<file path="config.mk">
export PLATFORM = sky130hd
export DESIGN_NAME = l2_cache_control
export DESIGN_NICKNAME = d
export VERILOG_FILES = /design/src/rtl/l2_cache_control.sv
export SDC_FILE = /design/constraint.sdc
export NUM_CORES = 1
export LEC_CHECK = 0
export BUFFER_PORTS_ARGS = -buffer_cell sky130_fd_sc_hd__buf_4
export CAP_MARGIN = 20
export CORE_MARGIN = 2
export CORE_UTILIZATION = 34
export DETAILED_ROUTE_END_ITERATION = 7
export HOLD_SLACK_MARGIN = 0.08
export PLACE_DENSITY_LB_ADDON = 0.1
export SLEW_MARGIN = 20
export SYNTH_ARGS = -nofsm -noshare
export SYNTH_HDL_FRONTEND = slang
export SYNTH_SLANG_ARGS = --single-unit
</file>
<file path="constraint.sdc">
create_clock -name clk -period 1.55 [get_ports clk]
set_clock_uncertainty 0.2 [all_clocks]
set_input_delay 0.0775 -clock clk [delete_from_list [all_inputs] [get_ports clk]]
set_output_delay 0.0775 -clock clk [all_outputs]
set_load 0.02 [all_outputs]
</file>
<file path="src/rtl/l2_cache_control.sv">
// Control FSM for the 4-way, 8-set L2 cache: lookup, hit service, victim writeback and line fill.
// Optional performance counters (hit/miss/writeback) are enabled with `define L2_PERF_CNT_EN.
module l2_cache_control #(
  parameter int WAYS = 4
`ifdef L2_PERF_CNT_EN
  , parameter int CNT_W = 32
`endif
) (
  input  logic            clk,
  input  logic            rst_n,
  input  logic            mem_read,
  input  logic            mem_write,
  output logic            mem_resp,
  input  logic [WAYS-1:0] way_hit,
  input  logic [WAYS-1:0] way_valid,
  input  logic [WAYS-1:0] way_dirty,
  output logic            lru_read,
  output logic            lru_load,
  output logic [WAYS-1:0] lru_hit,
  input  logic [1:0]      lru_out,
  output logic [WAYS-1:0] data_load,
  output logic [WAYS-1:0] tag_load,
  output logic [WAYS-1:0] dirty_set,
  output logic [WAYS-1:0] dirty_clr,
  output logic            din_sel,
  output logic            addr_sel,
  output logic            pmem_read,
  output logic            pmem_write,
  input  logic            pmem_resp
`ifdef L2_PERF_CNT_EN
  , output logic [CNT_W-1:0] hit_cnt
  , output logic [CNT_W-1:0] miss_cnt
  , output logic [CNT_W-1:0] wb_cnt
`endif
);

  typedef enum logic [2:0] {IDLE, LOOKUP, COMPARE, WRITEBACK, FILL} state_t;

  state_t          state, state_nxt;
  logic [1:0]      victim;
  logic            victim_we;
  logic            req;
  logic            hit_onehot;
  logic            victim_dirty;
  logic [WAYS-1:0] victim_oh;

  assign req          = mem_read | mem_write;
  // A multi-way match is a datapath fault; treat it as a miss rather than corrupt two ways.
  assign hit_onehot   = (way_hit != '0) && ((way_hit & (way_hit - 1'b1)) == '0);
  assign victim_dirty = way_valid[lru_out] & way_dirty[lru_out];
  assign victim_oh    = {{(WAYS-1){1'b0}}, 1'b1} << victim;

  always_ff @(posedge clk) begin
    if (!rst_n) begin
      state  <= IDLE;
      victim <= '0;
    end else begin
      state <= state_nxt;
      if (victim_we) victim <= lru_out;
    end
  end

  always_comb begin
    state_nxt  = state;
    victim_we  = 1'b0;
    mem_resp   = 1'b0;
    lru_read   = 1'b0;
    lru_load   = 1'b0;
    lru_hit    = '0;
    data_load  = '0;
    tag_load   = '0;
    dirty_set  = '0;
    dirty_clr  = '0;
    din_sel    = 1'b0;
    addr_sel   = 1'b0;
    pmem_read  = 1'b0;
    pmem_write = 1'b0;
    case (state)
      IDLE: if (req) state_nxt = LOOKUP;
      LOOKUP: begin
        lru_read  = 1'b1;
        state_nxt = COMPARE;
      end
      COMPARE: begin
        if (!req) begin
          state_nxt = IDLE;
        end else if (hit_onehot) begin
          lru_read  = 1'b1;
          lru_load  = 1'b1;
          lru_hit   = way_hit;
          mem_resp  = 1'b1;
          if (mem_write) begin
            data_load = way_hit;
            dirty_set = way_hit;
          end
          state_nxt = IDLE;
        end else begin
          victim_we = 1'b1;
          state_nxt = victim_dirty ? WRITEBACK : FILL;
        end
      end
      WRITEBACK: begin
        pmem_write = 1'b1;
        addr_sel   = 1'b1;
        if (pmem_resp) state_nxt = FILL;
      end
      FILL: begin
        pmem_read = 1'b1;
        if (pmem_resp) begin
          data_load = victim_oh;
          tag_load  = victim_oh;
          dirty_clr = victim_oh;
          din_sel   = 1'b1;
          // The line is installed even if L1 gave up; only a live request re-looks up.
          state_nxt = req ? LOOKUP : IDLE;
        end
      end
      default: state_nxt = IDLE;
    endcase
  end

`ifdef L2_PERF_CNT_EN
  logic hit_evt, miss_evt, wb_evt;

  assign hit_evt  = (state == COMPARE) && req && hit_onehot;
  assign miss_evt = (state == COMPARE) && req && !hit_onehot;
  assign wb_evt   = miss_evt && victim_dirty;

  always_ff @(posedge clk) begin
    if (!rst_n) begin
      hit_cnt  <= '0;
      miss_cnt <= '0;
      wb_cnt   <= '0;
    end else begin
      if (hit_evt  && (hit_cnt  != '1)) hit_cnt  <= hit_cnt  + 1'b1;
      if (miss_evt && (miss_cnt != '1)) miss_cnt <= miss_cnt + 1'b1;
      if (wb_evt   && (wb_cnt   != '1)) wb_cnt   <= wb_cnt   + 1'b1;
    end
  end
`endif

endmodule

</file>
==> results by group <==
Global route
  – Vias in the first global route: 781
  – Met2 Track Usage GR: between 40% and 50%
  – Initial antenna violation count: 0
  – Largest net degree at the start of global routing: 9
  – First-pass GRT wire length: 3318 um
  – Tot GR Track Use: 22.62%
  – Met3 GRT Util: 2.857%
  – GRT Residual Overflow: 0
  – Met1 Use GR: 24.26%
  – GR peak layer: met2

Layout
  – Final Non-Filler Cells: 159
  – Share of cells above drive strength 1: 67.13%
  – Fin util: 85.63%
  – Fill cells: between 80 and 90
  – Ant. Diodes: 0
  – Fin nets: about 160
  – Finished Cell Area: between 0.001 and 0.0015 sq mm
  – Synth-to-layout area growth: 133.9%

Placement
  – Placed cells: 142
  – Routability-driven placement congestion ratio: roughly 0.85
  – DP Area: 0.001012 sq mm
  – Post-DP HPWL: 1416 um
  – Port bufs: 45

Clock network
  – Clock sink total: 5
  – Clock root buffer: clkbuf_4
  – CTS clk-pin slew, worst paths: 0.04 ns
  – TritonCTS Buffers: 3
  – CTS tree: done
  – H-tree Lvls: 1
  – Max Root-Sink Buffers: 2
  – Worst skew pair latency: 0.24 ns

Floorplanning
  – Die Area: 0.001981 sq mm
  – Initial Util: 36.62%
  – Top-level I/O count: 46
  – Rows: 14
  – Die Ht: 44.51 um
  – DIE WIDTH: 44.51 um
  – Core area: between 0.0015 and 0.002 sq mm

Yosys
  – Fraction of registers with async set/reset: 0%
  – Avg Inst Size Synth: about 7.3 sq um
  – Register area share after synthesis: 17.94%
  – Synth cell types: 28
  – Share of the synthesized area in the top cell type: 17.94%
  – Post-Syn Area: roughly 560 sq um
  – Top post-synthesis cells by area: dfxtp_1, buf_4, and2_1, nand2_1, a21o_1
  – Top FF cell, synth: dfxtp_1
  – Synth Instances: 76
  – #FFs+latches synth: 5
  – Synth area leader: dfxtp_1
  – Synth warn: 0
  – Most frequent cells after synthesis: nand2_1, and2_1, buf_4
  – Count leader, synth: nand2_1
  – Post-synth EDFFs: 0
  – Net count after synthesis: 95

Routing
  – Drt wl/cell: 13.03 um
  – Routed vias/inst: 4.981
  – ANT nets after route: 0
  – Vias: 792
  – DRT Wirelength: between 2000 and 2500 um
  – DRC errors left: 0
  – DR iter-0 viols: 14
  – DR pass1 iterations: 3

STA
  – Worst slew pin tran: between 0.3 and 0.4 ns
  – Final setup vio count: 25
  – Slew Limit Fails: 0
  – Final period util: 110.7%
  – Setup_tns: -2.742 ns
  – RSZ-0062 raised after global routing: true
  – Worst Hold Margin: roughly 0.12 ns
  – Crit path time final: 1.716 ns
  – Max-slew headroom: 79.68%
  – Fmax: 0.5828 GHz
  – Worst setup margin: -0.1659 ns
  – Final Hold Fails: 0

Setup path
  – Cells along the critical path: buf_6 > or4b_4 > o311ai_4 > buf_4 > and2b_2 > and2_4 > buf_6
  – WS Path Type: input pin to output port
  – Crit path top cell by count: buf_6
  – WP buf/inv: 3
  – Critical path's top delay family: simple AND/OR/NAND/NOR gates
  – Peak fanout along the critical path: 6
  – CP required: roughly 1.3 ns
  – Cell count of the worst reg-to-reg path: 5
  – Critical Path Start Type: input pin
  – Data arrival time of the critical path: about 1.4 ns
  – Worst Setup End Kind: output port
  – CP max stage delay: 0.54 ns
  – Slowest-stage cell, CP: or4b_4
  – Worst path depth: 7

Job
  – Total of max-cap violations: 0

Hold path
  – Hold Crit Class: input pin to flip-flop
  – Hold Crit Depth: 4

Outcome
  – Failing checks: negative setup slack
  – Status: finished, violations left

Power
  – Pwr Density: approximately 470 mW/mm^2
  – Leakage power: 0.6512 nW
  – Max IR drop VDD: approximately 0.00046 V
[cells by family (layout without fill, tap and decap cells)]
logic type                count (synthesis)  in the layout  synth area share, %
and+or+nand+nor                          40             40                39.24
xor gates and xnor gates                  1              1                1.570
AOI/OAI and AO/OA                        17             17                22.20
DFF                                       5              5                17.94
muxes                                     3              3                7.623
buffers and inverters                    10             77                11.43
[cell usage in the layout, fill, tap and decap left out, types with 2 or more instances in the layout]
cell type / n
or4b_4: 2
nand2_1: 12
inv_1: 2
buf_6: 23
a21oi_1: 2
dfxtp_1: 2
a21o_1: 3
nor2_1: 3
and3_4: 3
nor2b_1: 2
clkbuf_4: 3
mux2i_1: 2
and2_2: 4
o21ai_0: 3
o2bb2ai_2: 2
dlygate4sd3_1: 8
dfxtp_2: 3
nor2_2: 2
buf_4: 40
and2_4: 4
[repair_timing]
item,in CTS,in global routing
hold buffers,8,0
pin swaps,12,5
hold endpoints to repair,5,0
gates resized for setup,37,4
endpoints found under the setup margin,25,28
setup buffers,3,2
[worst paths after layout]
path                                  from          to  slack, ns
worst max-delay path            way_hit[3]  lru_hit[0]      -0.17
worst min-delay path            lru_out[1]    state[1]       0.12
worst max register to register    state[0]    state[0]      -0.01
worst min register to register   victim[0]   victim[0]       0.39
[stage by stage]
stage / total power [W] / setup slack [ns]
floorplan: 0.0002759 / -0.03545
global placement: 0.0003911 / -0.2156
detailed placement: 0.0003937 / -0.2343
CTS: 0.0006122 / -0.1639
global route: 0.0006666 / -0.2200
finish: 0.0006194 / -0.1659
[registers in the layout, summed over array words and instances (netlist names)]
| signal | count |
|---|---|
| victim | 2 |
| state | 3 |
[report_power, final]
group / internal (W) / switching (W)
combinational: 0.000180 / 0.000131
sequential: 0.000143 / 0.0000155
clock: 0.0000972 / 0.0000521
total: 0.000421 / 0.000198
[routing by layer]
layer	up-vias	share of wire, %	wire, um
li1	392	-	-
met1	369	37	758
met2	29	57	1180
met3	2	6.1	126
met4	0	0.29	6
met5	-	0	0
[final cells by class]
cell class | instances | area [sq um] | share of cell area (%)
timing repair buffer | 71 | 639.4 | 48.99
multi-input combinational | 61 | 508.0 | 38.93
sequential | 5 | 103.9 | 7.958
clock buffer | 4 | 26.28 | 2.013
tap | 16 | 20.02 | 1.534
inverter | 2 | 7.507 | 0.5753
[tightest hold or removal path: cells and delay by family]
| family | cells | cell delay (ns) |
|---|---|---|
| mux | 1 | 0.18 |
| simple gates | 1 | 0.13 |
| compound gates | 1 | 0.04 |
| buf+inv | 1 | 0.09 |
Power figures use the tool's default switching activity.
